$ cat src/rtl/sobel_edge_stats_pkg.sv
// Shared types and width helpers for the Sobel edge statistics block.
package sobel_edge_stats_pkg;

  typedef enum logic [0:0] {
    ST_IDLE   = 1'b0,
    ST_ACTIVE = 1'b1
  } state_e;

  function automatic int cw(input int n);
    return (n < 2) ? 1 : $clog2(n);
  endfunction

  function automatic int xw(input int img_width);
    return cw(img_width);
  endfunction

  function automatic int yw(input int img_height);
    return cw(img_height);
  endfunction

  // Column counter must also hold the saturated value IMG_WIDTH.
  function automatic int xcw(input int img_width);
    return cw(img_width + 1);
  endfunction

endpackage

$ cat src/rtl/sobel_edge_stats_coord.sv
// Frame position tracking: x/y counters, line-length checking and frame
// done/abort strobes for the current beat.
module sobel_edge_stats_coord
  import sobel_edge_stats_pkg::*;
#(
  parameter  int IMG_WIDTH  = 640,
  parameter  int IMG_HEIGHT = 480,
  localparam int XCW        = xcw(IMG_WIDTH),
  localparam int YW         = yw(IMG_HEIGHT)
) (
  input  logic           clk,
  input  logic           rst_n,
  input  logic           enable_i,
  input  logic           valid_i,
  input  logic           tlast_i,
  input  logic           tuser_i,
  output logic           acc_o,
  output logic           sof_o,
  output logic [XCW-1:0] x_o,
  output logic [YW-1:0]  y_o,
  output logic           line_err_q_o,
  output logic           line_err_o,
  output logic           done_o,
  output logic           abort_o
);

  state_e         state_q, state_d;
  logic [XCW-1:0] x_q, x_d;
  logic [YW-1:0]  y_q, y_d;
  logic           lerr_q, lerr_d;
  logic           beat, active, beat_err;

  always_comb begin
    // NOTE: every variable gets a default before any branch, so no latch is inferred.
    state_d = state_q;
    x_d     = x_q;
    y_d     = y_q;
    lerr_d  = lerr_q;

    beat    = valid_i && enable_i;
    active  = (state_q == ST_ACTIVE);
    sof_o   = beat && tuser_i;
    acc_o   = sof_o || (beat && active);
    abort_o = sof_o && active;
    x_o     = sof_o ? '0 : x_q;
    y_o     = sof_o ? '0 : y_q;
    done_o  = acc_o && tlast_i && (int'(y_o) == IMG_HEIGHT - 1);

    beat_err     = tlast_i ? (int'(x_o) != IMG_WIDTH - 1) : (int'(x_o) == IMG_WIDTH - 1);
    line_err_q_o = lerr_q;
    line_err_o   = (sof_o ? 1'b0 : lerr_q) | beat_err;

    if (!enable_i) begin
      state_d = ST_IDLE;
    end else if (acc_o) begin
      state_d = done_o ? ST_IDLE : ST_ACTIVE;
      lerr_d  = line_err_o;
      if (tlast_i) begin
        x_d = '0;
        y_d = done_o ? '0 : y_o + 1'b1;
      end else begin
        x_d = (int'(x_o) == IMG_WIDTH) ? x_o : x_o + 1'b1;
        y_d = y_o;
      end
    end
  end

  always_ff @(posedge clk or negedge rst_n) begin
    // NOTE: sequential state uses non-blocking (<=) so all registers update together.
    if (!rst_n) begin
      state_q <= ST_IDLE;
      x_q     <= '0;
      y_q     <= '0;
      lerr_q  <= 1'b0;
    end else begin
      state_q <= state_d;
      x_q     <= x_d;
      y_q     <= y_d;
      lerr_q  <= lerr_d;
    end
  end

endmodule

$ cat src/rtl/sobel_edge_stats.sv
// Sobel edge stream consumer: one-cycle pass-through plus per-frame edge count,
// bounding box and geometry checks, published as a one-cycle stat_valid record.
module sobel_edge_stats
  import sobel_edge_stats_pkg::*;
#(
  parameter  int DATA_WIDTH = 10,
  parameter  int IMG_WIDTH  = 640,
  parameter  int IMG_HEIGHT = 480,
  parameter  int CNT_W      = 20,
  localparam int XW         = xw(IMG_WIDTH),
  localparam int YW         = yw(IMG_HEIGHT),
  localparam int XCW        = xcw(IMG_WIDTH)
) (
  input  logic                  pixel_clk,
  input  logic                  rst_n,
  input  logic                  enable,
  input  logic [DATA_WIDTH-1:0] edge_level,
  input  logic [DATA_WIDTH-1:0] s_axis_tdata,
  input  logic                  s_axis_tlast,
  input  logic                  s_axis_tuser,
  input  logic                  s_axis_tvalid,
  output logic [DATA_WIDTH-1:0] m_axis_tdata,
  output logic                  m_axis_tlast,
  output logic                  m_axis_tuser,
  output logic                  m_axis_tvalid,
  output logic                  stat_valid,
  output logic [CNT_W-1:0]      stat_edge_count,
  output logic [XW-1:0]         stat_x_min,
  output logic [XW-1:0]         stat_x_max,
  output logic [YW-1:0]         stat_y_min,
  output logic [YW-1:0]         stat_y_max,
  output logic                  stat_empty,
  output logic                  stat_line_err,
  output logic                  stat_frame_err
);

  typedef struct packed {
    logic [CNT_W-1:0] cnt;
    logic [XW-1:0]    x_min;
    logic [XW-1:0]    x_max;
    logic [YW-1:0]    y_min;
    logic [YW-1:0]    y_max;
  } acc_t;

  localparam acc_t ACC_INIT = '{cnt: '0, x_min: '1, x_max: '0, y_min: '1, y_max: '0};

  logic                  acc, sof, done, abort, line_err_q, line_err, is_edge;
  logic [XCW-1:0]        x;
  logic [YW-1:0]         y;
  logic [XW-1:0]         px;
  acc_t                  acc_q, acc_d, acc_base, rpt_q, stat_q;
  logic                  rpt_lerr_q, rpt_ferr_q, rpt_pend_q;
  logic                  stat_valid_q, stat_empty_q, stat_lerr_q, stat_ferr_q;
  logic [DATA_WIDTH+2:0] pt_q;

  sobel_edge_stats_coord #(
    .IMG_WIDTH (IMG_WIDTH),
    .IMG_HEIGHT(IMG_HEIGHT)
  ) u_coord (
    .clk         (pixel_clk),
    .rst_n       (rst_n),
    .enable_i    (enable),
    .valid_i     (s_axis_tvalid),
    .tlast_i     (s_axis_tlast),
    .tuser_i     (s_axis_tuser),
    .acc_o       (acc),
    .sof_o       (sof),
    .x_o         (x),
    .y_o         (y),
    .line_err_q_o(line_err_q),
    .line_err_o  (line_err),
    .done_o      (done),
    .abort_o     (abort)
  );

  always_comb begin
    acc_base = sof ? ACC_INIT : acc_q;
    acc_d    = acc_base;
    px       = x[XW-1:0];
    is_edge  = acc && (s_axis_tdata >= edge_level) &&
               (int'(x) < IMG_WIDTH) && (int'(y) < IMG_HEIGHT);
    if (is_edge) begin
      if (acc_base.cnt != '1)    acc_d.cnt   = acc_base.cnt + 1'b1;
      if (px < acc_base.x_min)   acc_d.x_min = px;
      if (px > acc_base.x_max)   acc_d.x_max = px;
      if (y < acc_base.y_min)    acc_d.y_min = y;
      if (y > acc_base.y_max)    acc_d.y_max = y;
    end
  end

  // An early tuser overwrites the accumulators on the same edge, so the
  // finished frame is snapshotted here and published one edge later.
  always_ff @(posedge pixel_clk or negedge rst_n) begin
    if (!rst_n) begin
      acc_q      <= '0;
      rpt_q      <= '0;
      rpt_lerr_q <= 1'b0;
      rpt_ferr_q <= 1'b0;
      rpt_pend_q <= 1'b0;
    end else begin
      if (acc) acc_q <= acc_d;
      rpt_pend_q <= abort || done;
      if (abort) begin
        rpt_q      <= acc_q;
        rpt_lerr_q <= line_err_q;
        rpt_ferr_q <= 1'b1;
      end else if (done) begin
        rpt_q      <= acc_d;
        rpt_lerr_q <= line_err;
        rpt_ferr_q <= 1'b0;
      end
    end
  end

  always_ff @(posedge pixel_clk or negedge rst_n) begin
    if (!rst_n) begin
      stat_valid_q <= 1'b0;
      stat_empty_q <= 1'b0;
      stat_lerr_q  <= 1'b0;
      stat_ferr_q  <= 1'b0;
      stat_q       <= '0;
      pt_q         <= '0;
    end else begin
      pt_q         <= {s_axis_tuser, s_axis_tlast, s_axis_tvalid, s_axis_tdata};
      stat_valid_q <= rpt_pend_q;
      if (rpt_pend_q) begin
        stat_empty_q <= (rpt_q.cnt == '0);
        stat_q       <= (rpt_q.cnt == '0) ? '0 : rpt_q;
        stat_lerr_q  <= rpt_lerr_q;
        stat_ferr_q  <= rpt_ferr_q;
      end
    end
  end

  assign {m_axis_tuser, m_axis_tlast, m_axis_tvalid, m_axis_tdata} = pt_q;
  assign stat_valid      = stat_valid_q;
  assign stat_edge_count = stat_q.cnt;
  assign stat_x_min      = stat_q.x_min;
  assign stat_x_max      = stat_q.x_max;
  assign stat_y_min      = stat_q.y_min;
  assign stat_y_max      = stat_q.y_max;
  assign stat_empty      = stat_empty_q;
  assign stat_line_err   = stat_lerr_q;
  assign stat_frame_err  = stat_ferr_q;

endmodule

$ cat config.mk
export PLATFORM = sky130hd
export DESIGN_NAME = sobel_edge_stats
export DESIGN_NICKNAME = d
export VERILOG_FILES = /design/src/rtl/sobel_edge_stats_pkg.sv /design/src/rtl/sobel_edge_stats_coord.sv /design/src/rtl/sobel_edge_stats.sv
export SDC_FILE = /design/constraint.sdc
export NUM_CORES = 1
export LEC_CHECK = 0
export BUFFER_PORTS_ARGS = -buffer_cell sky130_fd_sc_hd__buf_2
export CAP_MARGIN = 5
export CORE_MARGIN = 2
export CORE_UTILIZATION = 42
export CTS_CLUSTER_SIZE = 25
export DETAILED_ROUTE_END_ITERATION = 6
export GPL_TIMING_DRIVEN = 1
export SLEW_MARGIN = 20
export SYNTH_ARGS = -nofsm -noshare
export SYNTH_HDL_FRONTEND = slang
export SYNTH_HIERARCHICAL = 1
export SYNTH_SLANG_ARGS = --single-unit
$ cat constraint.sdc
create_clock -name pixel_clk -period 7.84 [get_ports pixel_clk]
set_input_delay 0.392 -clock pixel_clk [delete_from_list [all_inputs] [get_ports pixel_clk]]
set_output_delay 0.392 -clock pixel_clk [all_outputs]
set_load 0.01 [all_outputs]
==> results of run 1 <==
flip-flops by register name (all words and copies together) (netlist names):
| register | flops |
|---|---|
| acc_q | 58 |
| pt_q | 13 |
| rpt_ferr_q | 1 |
| rpt_lerr_q | 1 |
| rpt_pend_q | 1 |
| rpt_q | 58 |
| stat_edge_count | 20 |
| stat_empty | 1 |
| stat_frame_err | 1 |
| stat_line_err | 1 |
| stat_valid | 1 |
| stat_x_max | 10 |
| stat_x_min | 10 |
| stat_y_max | 9 |
| stat_y_min | 9 |
| u_coord/active | 1 |
| u_coord/line_err_q_o | 1 |
| u_coord/x_q | 10 |
| u_coord/y_q | 9 |
cell usage in the layout, fill, tap and decap left out, drive strengths merged, types with 11 or more instances in the layout:
master and instances:
a31oi 23, buf 111, nor2 85, clkbuf 28
dfrtp 215, o311ai 11, nor3 18, and2 21
nand3 33, dlygate4sd3 11, nor4 13, nand4 28
o211ai 11, o221ai 16, inv 89, a21oi 82
nand2 177, o21ai 99, o22a 15, ha 49
nor3b 35, nor2b 11, nand2b 12, mux2 15
worst max-delay path by stage:
stage / slack, ns / depth (start not counted) / startpoint / to
finish: 3.30 / 13 / enable / rpt_q[19]$_DFFE_PN0P_
global route: 2.85 / 13 / enable / rpt_q[22]$_DFFE_PN0P_
CTS: 3.36 / 13 / enable / rpt_q[19]$_DFFE_PN0P_
detailed placement: 2.80 / 13 / enable / rpt_q[19]$_DFFE_PN0P_
global placement: 2.97 / 13 / enable / rpt_q[26]$_DFFE_PN0P_
floorplan: 4.35 / 18 / enable / rpt_q[10]$_DFFE_PN0P_
area by class of cell:
cell class                      count  area, sq um  area share (%)
Clock buffer                       28          636            4.92
Clock inverter                     13          204            1.58
Inverter                           91          344            2.66
Multi-Input combinational cell    859         5230            40.5
Sequential cell                   215         5380            41.6
Tap cell                          335          419            3.24
Timing Repair Buffer              122          707            5.47
critical path: cells and delay by family:
kind                     cells  cell delay, ns
AND/OR/NAND/NOR              5            1.27
AO/OA/AOI/OAI                4            1.36
adder cells (fa/ha/maj)      1            0.19
buffers and inverters        3            1.66
routing by layer:
metal  GRT usage, %  wire (um)
met1           29.6      13700
met5              0          0
met2           31.2      12500
met4           5.78        731
met3           2.51       1090
power by group through the flow:
stage,registers (mW),logic (mW),clock network (mW)
final,1.49,0.634,1.21
after global routing,1.52,0.733,1.27
after CTS,1.49,0.642,1.23
after detailed placement,1.51,0.633,0
after global placement,1.51,0.620,0
after floorplan,1.49,0.416,0
logic make-up (layout without fill, tap and decap cells):
logic type                 Yosys count  in the layout
xor gates and xnor gates             4              4
and+or+nand+nor                    463            463
buffers and inverters              164            254
muxes                               25             25
DFF                                215            215
AOI/OAI and AO/OA                  318            318
adders and majority gates           49             49
what timing repair did:
item	4_1_cts	5_1_grt
setup endpoints to repair	0	0
hold endpoints to repair	80	0
hold buffers	11	0
==> flow_summary.toml, run 1 <==
[power_and_ir_drop]
power_leakage_nw = 6.05
power.switching_fraction_pct = 29.4
internal_power_mw = 2.35
power.density_nw_per_um2 = 258
power.ir.vdd_worst_mv = 0.144
post-layout-total-power_mw = 3.33
pwr-share-clk_pct = 36.2
switching_power_mw = 0.978
comb_power_share_pct = 19.0
share_seq_of_total_power_pct = 44.8

[timing]
hold_violations = 0
worstMarginPinSlew_ns = 1.15
setup_viol = 0
slew-limit-headroom_pct = 23.1
fin_ws_ns = 3.30
layout_worst_path_cycle_share_pct = 57.9
period_minus_slack_ns = 4.54
slew_violations = 0
unrepaired_setup_endpoints_after_global_routing = "false"
timing.hold.ws_ns = 0.0587
clock_skew_ns = 0.0205
sum_of_negative_setup_slack_ns = 0
fmax_mhz = 220

[yosys]
netlist_cell_types = 76
yosysTopAreaCellShare_pct = 47.8
share_of_synthesized_area_occupied_by_flip_flops_and_latches_pct = 47.8
yosys_top_cell_by_area = "sky130_fd_sc_hd__dfrtp_1"
synth_edf_count = 0
synth.area.top_cells = "sky130_fd_sc_hd__dfrtp_1 (48%), sky130_fd_sc_hd__nand2_1 (5.9%), sky130_fd_sc_hd__ha_1 (5.5%)"
synthesis.nets = 1313
synth_ff_type = "sky130_fd_sc_hd__dfrtp_1"
synth.avg_cell_area_sq_um = 9.08
synth-seq-cells = 215
synth_compound_area_share_pct = 17.9
synth-adder-area-share_pct = 5.45
synthSimpleGateAreaFrac_pct = 20.3
synthMostInstantiatedCell = "sky130_fd_sc_hd__dfrtp_1"
ys.warnings.count = 6
netlist_area_sq_um = 11200
async_flop_share_pct = 100
yosys-mux-area-fraction_pct = 2.39
top_post_synthesis_cells_by_count = "sky130_fd_sc_hd__dfrtp_1 (215), sky130_fd_sc_hd__nand2_1 (177), sky130_fd_sc_hd__inv_1 (88)"
cells_after_synth = 1238
synthXorXnorAreaFrac_pct = 0.312
main_combinational_cell_family_by_area_after_synthesis = "simple AND/OR/NAND/NOR gates"

[clocking]
clk_path_buf_depth = 3
post_cts_buffers = 0
worst_setup_hold_path_clk_slew_ns = 0.06
clock-root-buffer = "sky130_fd_sc_hd__clkbuf_16"
cts_sinks = 215
worst_skew_pair.late_latency_ns = 0.54
cts_tree = "yes"
htree_num_levels = 1
cts_made_buffers = 24
post_cts.resized_instances = 0

[route]
detail_route.drc_violations = 0
avgViaCountPerCell = 5.56
drt_first_pass_iters = 5
detail_route.wirelength_um = 28000
route.antenna.remaining_nets = 0
drt_first_iter_violations = 610
dr_total_vias = 9249
drt-wirelength-per-cell_um = 16.9

[finish]
nNetsFinal = 1388
final_design_area_no_fill_sq_um = 12900
area.growth.synth_to_final_pct = 14.9
finalCoreUtilization_pct = 49.3
num-fill-cells = 2499
n_antenna_cell = 0
stdcell_count = 1663
layout-drive-gt1-share_pct = 14.0

[min_path]
min_delay_path_depth = 1
hp-class = "in2reg"
hold_end = "pt_q[12]$_DFF_PN0_"
hold_start = "s_axis_tuser"

[setup_path]
critical_path_data_required_time_ns = 8.24
path_class = "in2reg"
worstReg2RegStart = "u_coord/y_q[1]$_DFFE_PN0P_"
worst-path-max-fanout = 56
most_common_cell_on_crit_path = "sky130_fd_sc_hd__nand2_1"
timing.critical_path.arrival_ns = 4.93
timing.reg2reg.setup_slack_ns = 4.00
cp_peak_stage_delay_ns = 0.94
path_cells = "buf_2 -> nand3_4 -> inv_4 -> clkinv_1 -> nand2_1 -> ha_1 -> nand4_1 -> a211oi_1 -> a2111oi_0 -> a2111oi_2 -> nor2_1 -> nand2_1 -> a31oi_1"
worst_path_max_delay_cell = "sky130_fd_sc_hd__a2111oi_2"
crit_path_end_kind = "flip-flop"
r2r_cells = 11
setup.worst_path.start_class = "input pin"
worst_r2r_endpoint = "rpt_q[53]$_DFFE_PN0P_"

[placement]
place_congestion = 0.831
place_area_sq_um = 12000
hpwl_um = 18700
number_of_cells_in_the_design_after_placement = 1611
dp_worst_setup_slack_ns = 2.80
io_buffer_count = 100

[global_routing]
largest_net_degree_at_the_start_of_global_routing = 82
antenna_found_initial = 0
grt_util_all_layers_pct = 20.1
grt_pass1_vias = 8774
grt_first_pass_wirelength_um = 46700
grt_residual_overflow = 0

[die]
coreArea_sq_um = 26200
design.portCount = 101
core.rowCount = 59
die-height_um = 168
start_util_pct = 42.9
floorplan.die_area_sq_um = 28100
fp.dieW_um = 168

[outcome]
outcome = "finished, final reports clean"

[run]
maxCapViolCount = 0
Note: power is estimated with default switching activity, not from simulation.
==> run 2: changes to the inputs <==
Settings changed: ABC_AREA set to 1.
Clock period 7.84 ns to 4.26 ns, I/O delays scaled along.
==> run 2 against run 1 <==
  * Clock power rose by 70%
  * Synthesized cell count is 27% higher
  * Count of clock-buffer cells in the layout is 7 higher
  * Worst setup slack worse by 2.2 ns
  * Wire length is 6.5% higher
  * Sequential power up 79%
  * Non-clock buffer count increased by 5
  * Register-to-register slack worse by 2.3 ns
  * Design area up 4.8%
  * Via count rose by 11%
  * Core utilization down 0.55 points
  * Critical path type unchanged
==> flow_summary.toml, run 2 <==
[route]
avgViaCountPerCell = 5.03
route.antenna.remaining_nets = 0
drt_first_iter_violations = 806
dr_total_vias = 10300
detail_route.drc_violations = 0
drt-wirelength-per-cell_um = 14.6
detail_route.wirelength_um = 29900
drt_first_pass_iters = 5

[yosys]
yosysTopAreaCellShare_pct = 45.5
synth-seq-cells = 215
synth.avg_cell_area_sq_um = 7.54
cells_after_synth = 1570
synth_edf_count = 0
netlist_area_sq_um = 11800
synthMostInstantiatedCell = "sky130_fd_sc_hd__nand2_1"
synthesis.nets = 1645
synth_compound_area_share_pct = 8.39
netlist_cell_types = 42
top_post_synthesis_cells_by_count = "sky130_fd_sc_hd__nand2_1 (715), sky130_fd_sc_hd__dfrtp_1 (215), sky130_fd_sc_hd__inv_1 (109)"
yosys-mux-area-fraction_pct = 0
yosys_top_cell_by_area = "sky130_fd_sc_hd__dfrtp_1"
synth-adder-area-share_pct = 5.18
main_combinational_cell_family_by_area_after_synthesis = "simple AND/OR/NAND/NOR gates"
ys.warnings.count = 6
async_flop_share_pct = 100
share_of_synthesized_area_occupied_by_flip_flops_and_latches_pct = 45.5
synthSimpleGateAreaFrac_pct = 33.9
synth.area.top_cells = "sky130_fd_sc_hd__dfrtp_1 (45%), sky130_fd_sc_hd__nand2_1 (23%), sky130_fd_sc_hd__ha_1 (5.2%)"
synth_ff_type = "sky130_fd_sc_hd__dfrtp_1"
synthXorXnorAreaFrac_pct = 0.518

[finish]
layout-drive-gt1-share_pct = 12.1
nNetsFinal = 1731
num-fill-cells = 2826
n_antenna_cell = 0
layout_common_cells = "sky130_fd_sc_hd__nand2_1 (714), sky130_fd_sc_hd__dfrtp_1 (215), sky130_fd_sc_hd__inv_1 (109)"
final_common_cell = "sky130_fd_sc_hd__nand2_1"
final_design_area_no_fill_sq_um = 13500
finalCoreUtilization_pct = 48.8
area.growth.synth_to_final_pct = 14.5

[clocking]
worst_skew_pair.late_latency_ns = 0.53
clk_path_buf_depth = 3
cts_sinks = 215
worst_setup_hold_path_clk_slew_ns = 0.06
cts_made_buffers = 25
clock-root-buffer = "sky130_fd_sc_hd__clkbuf_16"
htree_num_levels = 1
post_cts.resized_instances = 0
cts_tree = "yes"

[placement]
place_area_sq_um = 12600
place_congestion = 0.901
hpwl_um = 19500
io_buffer_count = 100

[timing]
slew-limit-headroom_pct = 39.3
worstMarginPinSlew_ns = 0.910
layout_worst_path_cycle_share_pct = 73.1
period_minus_slack_ns = 3.12
hold_violations = 0
unrepaired_setup_endpoints_after_global_routing = "false"
setup_viol = 0
slew_violations = 0
sum_of_negative_setup_slack_ns = 0
fmax_mhz = 321
timing.hold.ws_ns = 0.144
clock_skew_ns = 0.0144

[global_routing]
antenna_found_initial = 0
grt_residual_overflow = 0
grt_pass1_vias = 9970
grt_util_all_layers_pct = 20.7
largest_net_degree_at_the_start_of_global_routing = 116
grt_first_pass_wirelength_um = 50100

[setup_path]
worst_r2r_endpoint = "rpt_q[18]$_DFFE_PN0P_"
crit_path_end_kind = "flip-flop"
worstReg2RegStart = "u_coord/y_q[0]$_DFFE_PN0P_"
startpoint_of_the_worst_setup_timing_path = "s_axis_tuser"
r2r_cells = 13
path_class = "in2reg"
timing.critical_path.arrival_ns = 3.58
worst-path-max-fanout = 34
timing.reg2reg.setup_slack_ns = 1.68
cp-endpoint = "rpt_q[18]$_DFFE_PN0P_"
critical_path_data_required_time_ns = 4.73
setup.worst_path.start_class = "input pin"

[min_path]
min_delay_path_depth = 5
hp-class = "in2reg"

[outcome]
outcome = "finished, final reports clean"

[die]
coreArea_sq_um = 27800
die-height_um = 172
design.portCount = 101
floorplan.die_area_sq_um = 29500
fp.dieW_um = 172
start_util_pct = 42.6
core.rowCount = 61

[run]
maxCapViolCount = 0

[power_and_ir_drop]
power.ir.vdd_worst_mv = 0.257
power_leakage_nw = 7.51
power.density_nw_per_um2 = 458
## run 2: cell families after synthesis
| logic type | after synthesis |
|---|---|
| and+or+nand+nor | 960 |
| adders and majority gates | 49 |
| buffers and inverters | 186 |
| DFF | 215 |
| xor gates and xnor gates | 7 |
| AOI/OAI and AO/OA | 153 |
## run 2: layer usage
layer  GRT usage, %  routed length, um  up-vias  share of wire [%]
li1               -                  -     5207                  -
met1           29.4              14600     4856                 49
met2           34.3              13500      212                 45
met3           2.35               1280       33                4.3
met4           4.27                477        0                1.6
met5              0                  0        -                  0
## run 2: repair_timing
| item | CTS | global route |
|---|---|---|
| hold buffers | 14 | 0 |
| setup buffers | 0 | 0 |
| hold endpoints to repair | 125 | 0 |
## run 2: how the worst min path moves through the flow
stage,from,endpoint,slack [ns]
global placement,s_axis_tdata[5],pt_q[5]$_DFF_PN0_,0.34
floorplan,rst_n,acc_q[0]$_DFFE_PN0P_,-0.08
finish,enable,u_coord/active$_DFFE_PN0P_,0.14
CTS,enable,u_coord/active$_DFFE_PN0P_,0.12
global route,enable,u_coord/active$_DFFE_PN0P_,0.18
detailed placement,s_axis_tdata[7],pt_q[7]$_DFF_PN0_,0.34
## run 2: layout make-up
type	count	area, sq um	share of cell area [%]
timing repair buffer	127	773	5.71
multi-input combinational	1169	5700	42.0
clock inverter	9	73.8	0.545
tap	378	473	3.49
clock buffer	35	703	5.19
sequential	215	5380	39.7
inverter	118	449	3.32
## run 2: power by group
group          internal [mW]  total [mW]  switching [mW]
logic                  0.548        1.47           0.925
clock network           1.21        2.06           0.851
registers               2.40        2.67           0.274
total                   4.15        6.20            2.05
## run 2: critical path, cell delays in order
cell                            delay [ns]
sky130_fd_sc_hd__dlygate4sd3_1        0.53
sky130_fd_sc_hd__buf_2                0.14
sky130_fd_sc_hd__nand3_4              0.08
sky130_fd_sc_hd__buf_4                0.35
sky130_fd_sc_hd__nand2_1              0.22
sky130_fd_sc_hd__inv_1                0.15
sky130_fd_sc_hd__ha_1                 0.18
sky130_fd_sc_hd__nand2_1              0.06
sky130_fd_sc_hd__nand3b_1             0.19
sky130_fd_sc_hd__nor2_1               0.21
sky130_fd_sc_hd__nand3_2              0.17
sky130_fd_sc_hd__inv_1                0.15
sky130_fd_sc_hd__nand2_1              0.08
sky130_fd_sc_hd__inv_2                0.37
sky130_fd_sc_hd__buf_12               0.27
sky130_fd_sc_hd__nand3_1              0.10
sky130_fd_sc_hd__nand2_1              0.07
## run 2: metrics by stage
| stage | total power, mW | setup WS (ns) | cells |
|---|---|---|---|
| 4_1_cts | 6.27 | 1.14 | 2051 |
| 3_3_place_gp | 4.14 | 1.26 | 1993 |
| 3_5_place_dp | 4.17 | 1.13 | 1993 |
| 6_report | 6.20 | 1.14 | 2051 |
| 5_1_grt | 6.63 | 0.810 | 2051 |
| 2_1_floorplan | 3.73 | 1.53 | 1570 |
